--- config.mk ---
export PLATFORM = sky130hd
export DESIGN_NAME = branch_redirect_ctrl_flat
export DESIGN_NICKNAME = d
export VERILOG_FILES = /design/src/rtl/branch_redirect_ctrl_pkg.sv /design/src/rtl/branch_redirect_ctrl_if.sv /design/src/rtl/branch_redirect_ctrl_redirect_counter.sv /design/src/rtl/branch_redirect_ctrl.sv /design/src/flat_wrapper.sv
export SDC_FILE = /design/constraint.sdc
export NUM_CORES = 1
export LEC_CHECK = 0
export BUFFER_PORTS_ARGS = -buffer_cell sky130_fd_sc_hd__buf_2
export CAP_MARGIN = 25
export CORE_ASPECT_RATIO = 0.6
export CORE_MARGIN = 4
export CORE_UTILIZATION = 32
export DETAILED_ROUTE_END_ITERATION = 6
export PLACE_DENSITY = 0.61
export SLEW_MARGIN = 25
export SYNTH_ARGS = -nofsm -noshare
export SYNTH_HDL_FRONTEND = slang
export SYNTH_SLANG_ARGS = --single-unit
export TNS_END_PERCENT = 5
--- constraint.sdc ---
create_clock -name clock -period 2.5 [get_ports clock]
set_input_delay 0.5 -clock clock [delete_from_list [all_inputs] [get_ports clock]]
set_output_delay 0.5 -clock clock [all_outputs]
set_load 0.05 [all_outputs]
--- src/rtl/branch_redirect_ctrl_pkg.sv ---
// Shared front-end definitions: sequencer state encoding and the PC
// geometry used by both the fetch stage and the redirect controller.
package branch_redirect_ctrl_pkg;

    localparam int          CORE_PC_W     = 32;
    localparam logic [31:0] CORE_RESET_PC = 32'h0000_0000;

    // 2'b11 is unused and decodes back to ST_RUN.
    typedef enum logic [1:0] {
        ST_RUN    = 2'b00,
        ST_PEND   = 2'b01,
        ST_SHADOW = 2'b10
    } redirect_state_e;

endpackage

--- src/rtl/branch_redirect_ctrl_if.sv ---
// Execute-stage redirect request, stall request and front-end controls.
//   master : drives ex_valid, ex_pc_sel, ex_branch_pc, stall_req
//   slave  : drives pc, fd_we, dx_we, fd_flush, dx_flush, in_shadow, redirect_cnt
interface branch_redirect_ctrl_if #(
    parameter int PC_W  = 32,
    parameter int CNT_W = 16
);
    logic             ex_valid;
    logic             ex_pc_sel;
    logic [PC_W-1:0]  ex_branch_pc;
    logic             stall_req;
    logic [PC_W-1:0]  pc;
    logic             fd_we;
    logic             dx_we;
    logic             fd_flush;
    logic             dx_flush;
    logic             in_shadow;
    logic [CNT_W-1:0] redirect_cnt;

    modport master (
        output ex_valid, ex_pc_sel, ex_branch_pc, stall_req,
        input  pc, fd_we, dx_we, fd_flush, dx_flush, in_shadow, redirect_cnt
    );

    modport slave (
        input  ex_valid, ex_pc_sel, ex_branch_pc, stall_req,
        output pc, fd_we, dx_we, fd_flush, dx_flush, in_shadow, redirect_cnt
    );
endinterface

--- src/rtl/branch_redirect_ctrl_redirect_counter.sv ---
// Saturating up-counter for applied redirects.
//   clock, reset : rising-edge clock, async active-high reset
//   inc          : count one event this cycle
//   count        : current value, sticks at all-ones
module redirect_counter #(
    parameter int CNT_W = 16
) (
    input  logic             clock,
    input  logic             reset,
    input  logic             inc,
    output logic [CNT_W-1:0] count
);
    localparam logic [CNT_W-1:0] CNT_MAX = '1;

    always_ff @(posedge clock or posedge reset) begin
        if (reset) begin
            count <= '0;
        end else if (inc && (count != CNT_MAX)) begin
            count <= count + CNT_W'(1);
        end
    end
endmodule

--- src/rtl/branch_redirect_ctrl.sv ---
// Front-end sequencer: owns the fetch PC, applies execute-stage redirects,
// flushes the wrong-path F/D and D/X contents, and arbitrates redirects
// against stall requests.
//   clock, reset : rising-edge clock, async active-high reset
//   bus.ex_*     : execute-stage valid, taken flag and target
//   bus.stall_req: hold the front end
//   bus.pc       : registered fetch PC
//   bus.*_we     : latch write enables; bus.*_flush: load nop at next edge
//   bus.in_shadow, bus.redirect_cnt : status / perf readout
//
// state     | meaning
// ----------+-------------------------------------------------------------
// ST_RUN    | normal fetch, redirects accepted
// ST_PEND   | redirect accepted during a stall, target parked in pend_q
// ST_SHADOW | post-redirect window, execute-stage decisions ignored
module branch_redirect_ctrl
    import branch_redirect_ctrl_pkg::*;
#(
    parameter int              PC_W          = CORE_PC_W,
    parameter logic [PC_W-1:0] RESET_PC      = PC_W'(CORE_RESET_PC),
    parameter int              SHADOW_CYCLES = 2,
    parameter int              CNT_W         = 16
) (
    input  logic                  clock,
    input  logic                  reset,
    branch_redirect_ctrl_if.slave bus
);
    localparam int SH_W = (SHADOW_CYCLES > 0) ? $clog2(SHADOW_CYCLES + 1) : 1;
    localparam logic [SH_W-1:0] SH_LOAD = SH_W'(SHADOW_CYCLES);

    redirect_state_e state, state_nxt;
    logic [PC_W-1:0] pc_q, pc_nxt;
    logic [PC_W-1:0] pend_q, pend_nxt;
    logic [SH_W-1:0] sh_q, sh_nxt;
    logic [PC_W-1:0] pc_inc;
    logic            qualify;
    logic            redir_go;
    logic [PC_W-1:0] redir_tgt;
    logic            we;
    logic            flush;

    assign pc_inc  = pc_q + PC_W'(1);
    assign qualify = bus.ex_valid & bus.ex_pc_sel & (state != ST_SHADOW);

    always_ff @(posedge clock or posedge reset) begin
        if (reset) begin
            state  <= ST_RUN;
            pc_q   <= RESET_PC;
            pend_q <= '0;
            sh_q   <= '0;
        end else begin
            state  <= state_nxt;
            pc_q   <= pc_nxt;
            pend_q <= pend_nxt;
            sh_q   <= sh_nxt;
        end
    end

    always_comb begin
        state_nxt = state;
        pc_nxt    = pc_q;
        pend_nxt  = pend_q;
        sh_nxt    = sh_q;
        we        = 1'b0;
        flush     = 1'b0;
        redir_go  = 1'b0;
        redir_tgt = bus.ex_branch_pc;

        case (state)
            ST_RUN: begin
                if (bus.stall_req) begin
                    if (qualify) begin
                        pend_nxt  = bus.ex_branch_pc;
                        state_nxt = ST_PEND;
                    end
                end else if (qualify) begin
                    redir_go = 1'b1;
                end else begin
                    we     = 1'b1;
                    pc_nxt = pc_inc;
                end
            end
            // The parked target wins over anything new from execute.
            ST_PEND: begin
                if (!bus.stall_req) begin
                    redir_go  = 1'b1;
                    redir_tgt = pend_q;
                end
            end
            ST_SHADOW: begin
                if (!bus.stall_req) begin
                    we     = 1'b1;
                    pc_nxt = pc_inc;
                    sh_nxt = sh_q - SH_W'(1);
                    if (sh_q <= SH_W'(1)) begin
                        state_nxt = ST_RUN;
                    end
                end
            end
            default: begin
                state_nxt = ST_RUN;
            end
        endcase

        if (redir_go) begin
            we        = 1'b1;
            flush     = 1'b1;
            pc_nxt    = redir_tgt;
            sh_nxt    = SH_LOAD;
            state_nxt = (SHADOW_CYCLES > 0) ? ST_SHADOW : ST_RUN;
        end
    end

    redirect_counter #(.CNT_W(CNT_W)) u_redirect_counter (
        .clock (clock),
        .reset (reset),
        .inc   (redir_go),
        .count (bus.redirect_cnt)
    );

    assign bus.pc        = pc_q;
    assign bus.fd_we     = we;
    assign bus.dx_we     = we;
    assign bus.fd_flush  = flush;
    assign bus.dx_flush  = flush;
    assign bus.in_shadow = (state == ST_SHADOW);
endmodule

--- src/flat_wrapper.sv ---
// flat-port wrapper written by rule: the top's interface ports become plain ports
module branch_redirect_ctrl_flat import branch_redirect_ctrl_pkg::*;
#(
    parameter int              PC_W          = CORE_PC_W,
    parameter logic [PC_W-1:0] RESET_PC      = PC_W'(CORE_RESET_PC),
    parameter int              SHADOW_CYCLES = 2,
    parameter int              CNT_W         = 16
)
  (clock, reset, bus_ex_valid, bus_ex_pc_sel, bus_ex_branch_pc, bus_stall_req, bus_pc, bus_fd_we, bus_dx_we, bus_fd_flush, bus_dx_flush, bus_in_shadow, bus_redirect_cnt);
  branch_redirect_ctrl_if #(.PC_W(PC_W), .CNT_W(CNT_W)) bus_i ();
  input  logic clock;
  input  logic reset;
  input wire logic [$bits(bus_i.ex_valid)-1:0] bus_ex_valid;
  input wire logic [$bits(bus_i.ex_pc_sel)-1:0] bus_ex_pc_sel;
  input wire logic [$bits(bus_i.ex_branch_pc)-1:0] bus_ex_branch_pc;
  input wire logic [$bits(bus_i.stall_req)-1:0] bus_stall_req;
  output wire logic [$bits(bus_i.pc)-1:0] bus_pc;
  output wire logic [$bits(bus_i.fd_we)-1:0] bus_fd_we;
  output wire logic [$bits(bus_i.dx_we)-1:0] bus_dx_we;
  output wire logic [$bits(bus_i.fd_flush)-1:0] bus_fd_flush;
  output wire logic [$bits(bus_i.dx_flush)-1:0] bus_dx_flush;
  output wire logic [$bits(bus_i.in_shadow)-1:0] bus_in_shadow;
  output wire logic [$bits(bus_i.redirect_cnt)-1:0] bus_redirect_cnt;
  assign bus_i.ex_valid = bus_ex_valid;
  assign bus_i.ex_pc_sel = bus_ex_pc_sel;
  assign bus_i.ex_branch_pc = bus_ex_branch_pc;
  assign bus_i.stall_req = bus_stall_req;
  assign bus_pc = bus_i.pc;
  assign bus_fd_we = bus_i.fd_we;
  assign bus_dx_we = bus_i.dx_we;
  assign bus_fd_flush = bus_i.fd_flush;
  assign bus_dx_flush = bus_i.dx_flush;
  assign bus_in_shadow = bus_i.in_shadow;
  assign bus_redirect_cnt = bus_i.redirect_cnt;
  branch_redirect_ctrl #(.PC_W(PC_W), .RESET_PC(RESET_PC), .SHADOW_CYCLES(SHADOW_CYCLES), .CNT_W(CNT_W)) u_core (.clock(clock), .reset(reset), .bus(bus_i));
endmodule
---- Word-level counts from Yosys, hierarchy flattened ----
Cells that the tools add are included.
storage, ports and cells
  output and inout bits ................... 53
  input bits .............................. 37
  register bits ........................... 84
  logic and storage cells ................. 56
cells by class
  bitwise logic cells ..................... 2
  $add $sub $neg .......................... 3
  $lt $le $gt $ge ......................... 1
  reduce and logical (&&, ||, !) cells .... 8
  multiplexer cells ....................... 25
  equality and inequality tests ........... 12
operator list
  kind                                                                   count
  32-bit two-way mux                                                     6
  32-bit one-hot mux with 2 select lines                                 1
  32-bit by 1-bit adder with 32-bit output, second input constant        1
  16-bit by 1-bit adder with 16-bit output, second input constant        1
  2-bit two-way mux                                                      8
  16-bit != test, second input constant                                  1
  3-bit != test, second input constant                                   3
  1-bit two-way mux                                                      7
  3-bit by 2-bit != test with 1-bit output, second input constant        2
  2-bit one-hot mux with 3 select lines                                  1
  5-bit AND reduction                                                    1
  2-bit != test, second input constant                                   2
  1-bit one-hot mux with 2 select lines                                  2
  4-bit AND reduction                                                    1
  3-bit by 1-bit != test with 1-bit output, second input constant        1
  3-bit AND reduction                                                    1
  3-bit nonzero test                                                     1
  1-bit bitwise AND                                                      2
  2-bit by 1-bit equality test with 1-bit output, second input constant  1
  2-bit equality test, second input constant                             1
  2-bit by 1-bit <= comparator with 1-bit output, second input constant  1
  2-bit logical NOT                                                      1
  2-bit by 1-bit != test with 1-bit output, second input constant        1
  2-bit AND reduction                                                    1
  3 further kinds                                                        3

---- Logic depth before layout (Yosys ltp) ----
Gate-level depths: netlist of the first run.
  depth after elaboration ................. 7
  gate-level depth with buffers ........... 10

---- Cells and area by module ----
A second synthesis of the first run with hierarchy kept.
unflattened totals
  cell total of the unflattened synthesis .. 475
  area, all modules ....................... 4,603.2 µm²
by module, submodules not included
  module                instances  cells each  area an instance (µm²)  seq. area each (µm²)
  branch_redirect_ctrl  1          404         3,797.4                 1,701.6
  redirect_counter      1          71          805.8                   400.4

---- Worst setup path before layout of the first run ----
Ideal clock, no wire load.
  path kind ............................... reg2out
  from .................................... reg u_core.state[0]
  to ...................................... out bus_fd_we
  data required time ...................... 2.000 ns
  path slack .............................. 0.097 ns
  data arrival time ....................... 1.903 ns
  stages on the path, launching flop included .. 7
  buffers on the path ..................... 4
  path through ............................ dfrtp_1 buf_2 a21o_1 clkbuf_1 inv_1 clkbuf_1 buf_4
on the way
  word-level cells in the longest chain between the ends .. 6
  elaborated cells between the ends (all ways) .. 12
  classes of those cells .................. eq/ne: 3; mux: 7; bitwise: 1; reduce/logical: 1
ends and longest elaborated chain
  item                                   line                         source
  start, declared                        branch_redirect_ctrl.sv:31   redirect_state_e state, state_nxt;
  start signal, assigned                 branch_redirect_ctrl.sv:52   state <= state_nxt;
  2-bit != test                          branch_redirect_ctrl.sv:43   assign qualify = bus.ex_valid & bus.ex_pc_sel & (state != ST_SHADOW);
  1-bit bitwise AND                      branch_redirect_ctrl.sv:43
  1-bit two-way mux                      branch_redirect_ctrl.sv:76   end else if (qualify) begin
  1-bit two-way mux                      branch_redirect_ctrl.sv:71   if (bus.stall_req) begin
  1-bit one-hot mux with 2 select lines  branch_redirect_ctrl.sv:69   case (state)
  1-bit two-way mux *                    branch_redirect_ctrl.sv:105  if (redir_go) begin
  end, declared                          flat_wrapper.sv:18           output wire logic [$bits(bus_i.fd_we)-1:0] bus_fd_we;
Mark *: on every way between the ends. The rest lies on a longest branch, timed or not.

---- Final worst setup path of the first run ----
  from .................................... reg u_core.state[0]
  to ...................................... out bus_fd_flush
on the way
  word-level cells in the longest chain between the ends .. 6
  elaborated cells between the ends (all ways) .. 8
  classes of those cells .................. eq/ne: 2; mux: 4; bitwise: 1; reduce/logical: 1
ends and longest elaborated chain
  item                                     line                         source
  2-bit != test                            branch_redirect_ctrl.sv:43
  1-bit bitwise AND                        branch_redirect_ctrl.sv:43
  1-bit two-way mux                        branch_redirect_ctrl.sv:76
  1-bit two-way mux                        branch_redirect_ctrl.sv:71
  1-bit one-hot mux with 2 select lines *  branch_redirect_ctrl.sv:69
  1-bit two-way mux *                      branch_redirect_ctrl.sv:105
  end, declared                            flat_wrapper.sv:20           output wire logic [$bits(bus_i.fd_flush)-1:0] bus_fd_flush;
Marks and branches as above.

==> impl_metrics.json, run 1 <==
{
  "ios": 90,
  "worst_setup_hold_path_clk_slew_ns": 0.06,
  "post-synth-top-area-fraction": 0.458,
  "dpl_cell_area_sq_mm": 0.00532,
  "netlist_area_sq_mm": 0.00459,
  "fin_util": 0.405,
  "synthTopCellsByArea": "sky130_fd_sc_hd__dfrtp_1 (46%), sky130_fd_sc_hd__mux2_2 (9.3%), sky130_fd_sc_hd__mux2i_1 (3.7%)",
  "n_antenna_cell": 0,
  "cts_inserted_buffers": 9,
  "layout.cells.most_common": "sky130_fd_sc_hd__buf_2",
  "preCtsSetupSlack_ns": 0.293,
  "worst_path_largest_cell_delay_ns": 0.53,
  "drt_pass1_iterations": 5,
  "yosys_warnings": 0,
  "endpoint_kind": "output pin",
  "yosys_most_used_dff": "sky130_fd_sc_hd__dfrtp_1",
  "cts_sinks": 84,
  "synth-seq-area-share": 0.458,
  "rows": 33,
  "drcViolationCount": 0,
  "cts_max_level": 3,
  "critical_path.slowest_cell": "sky130_fd_sc_hd__dfrtp_1",
  "fin_nets": 590,
  "cts.path.max_buffers": 2,
  "run_status": "complete, no violations",
  "power_per_cell_area_mw_per_mm2": 1110,
  "final_clock_period_utilization_by_the_worst_path": 0.927,
  "final_period_minus_worst_setup_slack_ns": 2.32,
  "grt_use_total": 0.167,
  "synth_fp_nets": 495,
  "place_inst": 731,
  "first_global_vias": 3997,
  "grt_first_pass_wirelength_um": 21700,
  "synth-async-reset-ratio": 1.00,
  "max_slew.worst_pin.slew_ns": 0.646,
  "gp_congestion": 0.859,
  "synthCells": 455,
  "drv_slew": 0,
  "fin_skew_ns": 0.00684,
  "setup_violations": 0,
  "clock_root_buffer": "sky130_fd_sc_hd__clkbuf_16",
  "core-area_sq_mm": 0.0138,
  "critPathRequiredTime_ns": 2.00,
  "finalHoldViolCount": 0,
  "drt_wl_total_um": 13300,
  "yosysUniqueCellTypes": 63,
  "tritoncts": "yes",
  "number_of_resized_instances_in_the_post_cts_repair_step": 0,
  "fp.dieW_um": 163,
  "fillerInstances": 1345,
  "drt-vias-per-instance": 5.36,
  "die_area_sq_mm": 0.0164,
  "ys_seq_elements": 84,
  "antenna_found_initial": 0,
  "path_delay_family": "flip-flops",
  "cts_setup_buffers": 0,
  "detailed_place_hpwl_um": 9850,
  "drt_iter0_markers": 369,
  "critPathKind": "flop to output pin",
  "netlist.top_cell.by_area": "sky130_fd_sc_hd__dfrtp_1",
  "achievable-frequency_mhz": 431,
  "wire_per_inst_um": 17.8,
  "die_height_um": 101,
  "worstPathArrival_ns": 1.82,
  "leading_cell_types_in_the_layout_fill_and_taps_excluded": "sky130_fd_sc_hd__buf_2 (89), sky130_fd_sc_hd__dfrtp_1 (84), sky130_fd_sc_hd__nand2_1 (41)",
  "startpoint_type": "flop",
  "hold_class": "input port to async pin",
  "drtAntennaViolNets": 0,
  "maxSlewHeadroom": 0.565,
  "unrepaired_setup_endpoints_after_global_routing": "no",
  "effective_utilization_at_floorplan": 0.332,
  "layout-area-overhead-vs-synth_pct": 21.8,
  "dr_total_vias": 3996,
  "maxCapViolCount": 0,
  "drive_gt1_frac": 0.316,
  "final-instance-count-excl-fill": 745,
  "largest_net_degree_at_the_start_of_global_routing": 35,
  "final.setup.worst_slack_ns": 0.182,
  "worst_ir_drop_vdd_v": 0.000638,
  "insertion_delay_ns": 0.33,
  "synth_enable_flop_cells": 0,
  "final_cell_area_sq_mm": 0.00560,
  "power.leakage_nw": 2.46,
  "synthesis.area_per_instance_sq_um": 10.1,
  "overall_power_mw": 6.21,
  "crit_chain": "a21oi_1 -> or2_1 -> inv_2 -> buf_2",
  "buffers_on_ports": 89,
  "globalRoute.totalOverflow": 0,
  "critPathBufInv": 2,
  "critical_path.max_fanout": 11,
  "post_cts_hold_buffer_count": 0,
  "setup_tns_ns": 0,
  "holdWs_ns": 0.240
}
-- cell type report --
type,instances,area (sq um),share of cell area
tap,192,240,0.0429
clock buffer,11,233,0.0416
sequential,84,2100,0.376
inverter,10,41.3,0.00738
multi-input combinational,335,2310,0.413
clock inverter,3,40.0,0.00716
timing repair buffer,110,628,0.112
-- layer usage --
layer / up-vias / routed length, um / GRT usage
met3: 15 / 1140 / 0.0544
met1: 1955 / 6560 / 0.245
met4: 0 / 131 / 0.0387
li1: 1883 / - / -
met5: - / 0 / 0
met2: 143 / 5420 / 0.239
-- cell usage after synthesis, types with 3 or more instances --
library cell,count
sky130_fd_sc_hd__o21ai_0,18
sky130_fd_sc_hd__a31oi_1,3
sky130_fd_sc_hd__nor2_1,32
sky130_fd_sc_hd__xnor2_1,6
sky130_fd_sc_hd__nor2b_1,3
sky130_fd_sc_hd__o31ai_1,3
sky130_fd_sc_hd__nor4_1,3
sky130_fd_sc_hd__xor2_1,5
sky130_fd_sc_hd__nand2_1,41
sky130_fd_sc_hd__a41oi_1,3
sky130_fd_sc_hd__o32a_1,3
sky130_fd_sc_hd__mux2i_1,17
sky130_fd_sc_hd__and3_1,12
sky130_fd_sc_hd__a311oi_1,3
sky130_fd_sc_hd__a21oi_1,29
sky130_fd_sc_hd__o211ai_1,5
sky130_fd_sc_hd__nor3_1,11
sky130_fd_sc_hd__inv_1,9
sky130_fd_sc_hd__nand4_1,10
sky130_fd_sc_hd__o22ai_1,8
sky130_fd_sc_hd__buf_2,10
sky130_fd_sc_hd__clkbuf_1,8
sky130_fd_sc_hd__and4_1,4
sky130_fd_sc_hd__ha_1,3
sky130_fd_sc_hd__nand3_1,19
sky130_fd_sc_hd__o21a_1,4
sky130_fd_sc_hd__dfrtp_1,84
sky130_fd_sc_hd__mux2_2,38
sky130_fd_sc_hd__o22a_1,4
sky130_fd_sc_hd__a211oi_1,7
sky130_fd_sc_hd__buf_4,4
sky130_fd_sc_hd__buf_6,4
sky130_fd_sc_hd__nand2b_1,3
-- sequential cells by signal, indices dropped and copies added (netlist names) --
| name | cells |
|---|---|
| u_core.bus.pc | 32 |
| u_core.pend_q | 32 |
| u_core.sh_q | 2 |
| u_core.state | 2 |
| u_core.u_redirect_counter.count | 16 |
-- where the power goes --
part | total, mW | leakage [nW] | switching, mW | internal (mW)
clock | 1.27 | 0.135 | 0.507 | 0.760
combinational | 2.52 | 1.29 | 1.70 | 0.820
sequential | 2.42 | 1.03 | 0.538 | 1.89
-- worst reg2reg max path, delay by kind of cell, from the launching register on --
kind / cells / cell delay [ns]
buffers and inverters: 1 / 0.26
and+or+nand+nor: 2 / 0.86
DFF: 1 / 0.48
AOI/OAI and AO/OA: 3 / 0.55
-- kinds of logic (layout without fill, tap and decap cells) --
| kind of cell | count (synthesis) | in the layout | synth area share |
|---|---|---|---|
| simple gates | 158 | 158 | 0.183 |
| compound gates | 107 | 107 | 0.155 |
| flops | 84 | 84 | 0.458 |
| mux | 56 | 56 | 0.133 |
| buf+inv | 36 | 134 | 0.0419 |
| xor+xnor | 11 | 11 | 0.0210 |
| fa+ha+maj | 3 | 3 | 0.00817 |
-- path summary, 6_finish.rpt --
path,start,endpoint,slack (ns),cells after the start
max in group asynchronous,reset,u_core.bus.pc[1]$_DFFE_PP0P_,1.56,3
worst min register to register,u_core.pend_q[4]$_DFFE_PP0P_,u_core.pend_q[4]$_DFFE_PP0P_,0.50,1
worst max-delay path,u_core.state[0]$_DFFE_PP0P_,bus_fd_flush,0.18,4
min in group clock,bus_ex_branch_pc[12],u_core.pend_q[12]$_DFFE_PP0P_,0.41,2
worst max register to register,u_core.bus.pc[4]$_DFFE_PP0P_,u_core.bus.pc[25]$_DFFE_PP0P_,0.28,6
worst min-delay path,reset,u_core.bus.pc[0]$_DFFE_PP0P_,0.24,2
(Power assumes the default switching activity.)
==> inputs of run 2 (changes only) <==
Settings changed: MAX_ROUTING_LAYER set to met4.
==> run 2 against run 1 <==
  * Maximum frequency rose by 0.49%
  * Critical path depth did not move
  * Die area did not move
  * Hold slack got worse by 0.024 ns
  * Wire length fell by 2.8%
  * Total power rose by 1.6%
  * Combinational power barely moved
  * Cell area rose by 0.56%
  * First-iteration DRC count fell by 37%
  * Register-to-register slack improved by 0.13 ns
==> impl_metrics.json, run 2 (synthesis results as in run 1) <==
{
  "worst_setup_hold_path_clk_slew_ns": 0.07,
  "largest_net_degree_at_the_start_of_global_routing": 45,
  "fin_skew_ns": 0.00732,
  "leading_cell_types_in_the_layout_fill_and_taps_excluded": "sky130_fd_sc_hd__buf_2 (89), sky130_fd_sc_hd__dfrtp_1 (84), sky130_fd_sc_hd__nand2_1 (41)",
  "max_slew.worst_pin.slew_ns": 0.679,
  "maxSlewHeadroom": 0.544,
  "die_area_sq_mm": 0.0164,
  "drt_wl_total_um": 12900,
  "drive_gt1_frac": 0.318,
  "clock_root_buffer": "sky130_fd_sc_hd__clkbuf_16",
  "final-instance-count-excl-fill": 743,
  "final_period_minus_worst_setup_slack_ns": 2.31,
  "effective_utilization_at_floorplan": 0.332,
  "place_inst": 727,
  "insertion_delay_ns": 0.34,
  "achievable-frequency_mhz": 434,
  "critPathKind": "flop to output pin",
  "post_cts_hold_buffer_count": 0,
  "wire_per_inst_um": 17.3,
  "worstPathArrival_ns": 1.81,
  "layout.cells.most_common": "sky130_fd_sc_hd__buf_2",
  "endpoint_kind": "output pin",
  "highest-signal-layer": "met4",
  "setup_tns_ns": 0,
  "layout-area-overhead-vs-synth_pct": 22.5,
  "drtAntennaViolNets": 0,
  "grt_first_pass_wirelength_um": 20800,
  "cts_sinks": 84,
  "cts_inserted_buffers": 9,
  "drcViolationCount": 0,
  "power.leakage_nw": 2.46,
  "drv_slew": 0,
  "cts_max_level": 3,
  "maxCapViolCount": 0,
  "cts.path.max_buffers": 2,
  "tritoncts": "yes",
  "preCtsSetupSlack_ns": 0.240,
  "run_status": "complete, no violations",
  "finalHoldViolCount": 0,
  "detailed_place_hpwl_um": 9610,
  "cts_setup_buffers": 0,
  "first_global_vias": 3873,
  "drt-vias-per-instance": 5.37,
  "unrepaired_setup_endpoints_after_global_routing": "no",
  "startpoint_type": "flop",
  "drt_iter0_markers": 233,
  "worst_ir_drop_vdd_v": 0.000596,
  "multi_input_comb_area_sq_mm": 0.00231,
  "dr_total_vias": 3988,
  "grt_use_total": 0.166,
  "met2_wirelength_um": 5190,
  "core-area_sq_mm": 0.0138,
  "buffers_on_ports": 89,
  "wirelength_met1_um": 6480,
  "fp.dieW_um": 163,
  "power_per_cell_area_mw_per_mm2": 1120,
  "drt_pass1_iterations": 4,
  "gp_congestion": 0.873,
  "final.setup.worst_slack_ns": 0.193,
  "critPathRequiredTime_ns": 2.00,
  "globalRoute.totalOverflow": 0,
  "final_clock_period_utilization_by_the_worst_path": 0.923,
  "die_height_um": 101,
  "fin_nets": 586,
  "ios": 90,
  "hold_class": "input port to async pin",
  "antenna_found_initial": 0,
  "n_antenna_cell": 0,
  "rows": 33,
  "setup_violations": 0,
  "detailroute.wirelength.met3_um": 1120,
  "sequential_cell_area_sq_mm": 0.00210,
  "number_of_resized_instances_in_the_post_cts_repair_step": 0,
  "critical_path.max_fanout": 11,
  "fillerInstances": 1351
}
-- run 2: layout make-up --
cell class | instances | area share
multi-input cells | 335 | 0.411
flip-flops and latches | 84 | 0.374
repair buffers | 106 | 0.111
well taps | 192 | 0.0427
clock buffers | 9 | 0.0400
clock inverters | 7 | 0.0149
inverters | 10 | 0.00734
-- run 2: final timing paths --
kind | from | to | slack, ns | cells past startpoint
setup / recovery | u_core.state[0]$_DFFE_PP0P_ | bus_dx_flush | 0.19 | 4
hold / removal | reset | u_core.u_redirect_counter.count[1]$_DFFE_PP0P_ | 0.22 | 2
setup reg to reg | u_core.bus.pc[4]$_DFFE_PP0P_ | u_core.bus.pc[23]$_DFFE_PP0P_ | 0.41 | 6
hold reg to reg | u_core.pend_q[4]$_DFFE_PP0P_ | u_core.pend_q[4]$_DFFE_PP0P_ | 0.50 | 1
max in group asynchronous | reset | u_core.bus.pc[21]$_DFFE_PP0P_ | 1.72 | 3
min in group clock | bus_ex_branch_pc[31] | u_core.pend_q[31]$_DFFE_PP0P_ | 0.40 | 2
-- run 2: critical path: stages (launching register included) --
cell                      delay [ns]
sky130_fd_sc_hd__dfrtp_1        0.53
sky130_fd_sc_hd__a21oi_1        0.12
sky130_fd_sc_hd__or2_1          0.28
sky130_fd_sc_hd__inv_2          0.22
sky130_fd_sc_hd__buf_2          0.31
-- run 2: layer usage --
| layer | vias to the layer above | GRT usage |
|---|---|---|
| li1 | 1880 | - |
| met1 | 1947 | 0.246 |
| met2 | 152 | 0.222 |
| met3 | 9 | 0.0494 |
| met4 | 0 | 0.0329 |
| met5 | - | - |
-- run 2: report_power, final --
part | internal [mW] | switching [mW] | leakage [nW]
clock network | 0.792 | 0.596 | 0.149
registers | 1.88 | 0.538 | 1.03
logic | 0.820 | 1.68 | 1.28
-- run 2: per-stage QoR --
stage	hold WS (ns)	instance area, sq um	total power, mW	util
global route	0.249	5630	6.70	0.407
finish	0.216	5630	6.31	0.407
global placement	0.480	5320	4.88	0.384
detailed placement	0.487	5320	4.95	0.384
floorplan	0.472	4600	4.23	-
CTS	0.226	5630	6.36	0.407
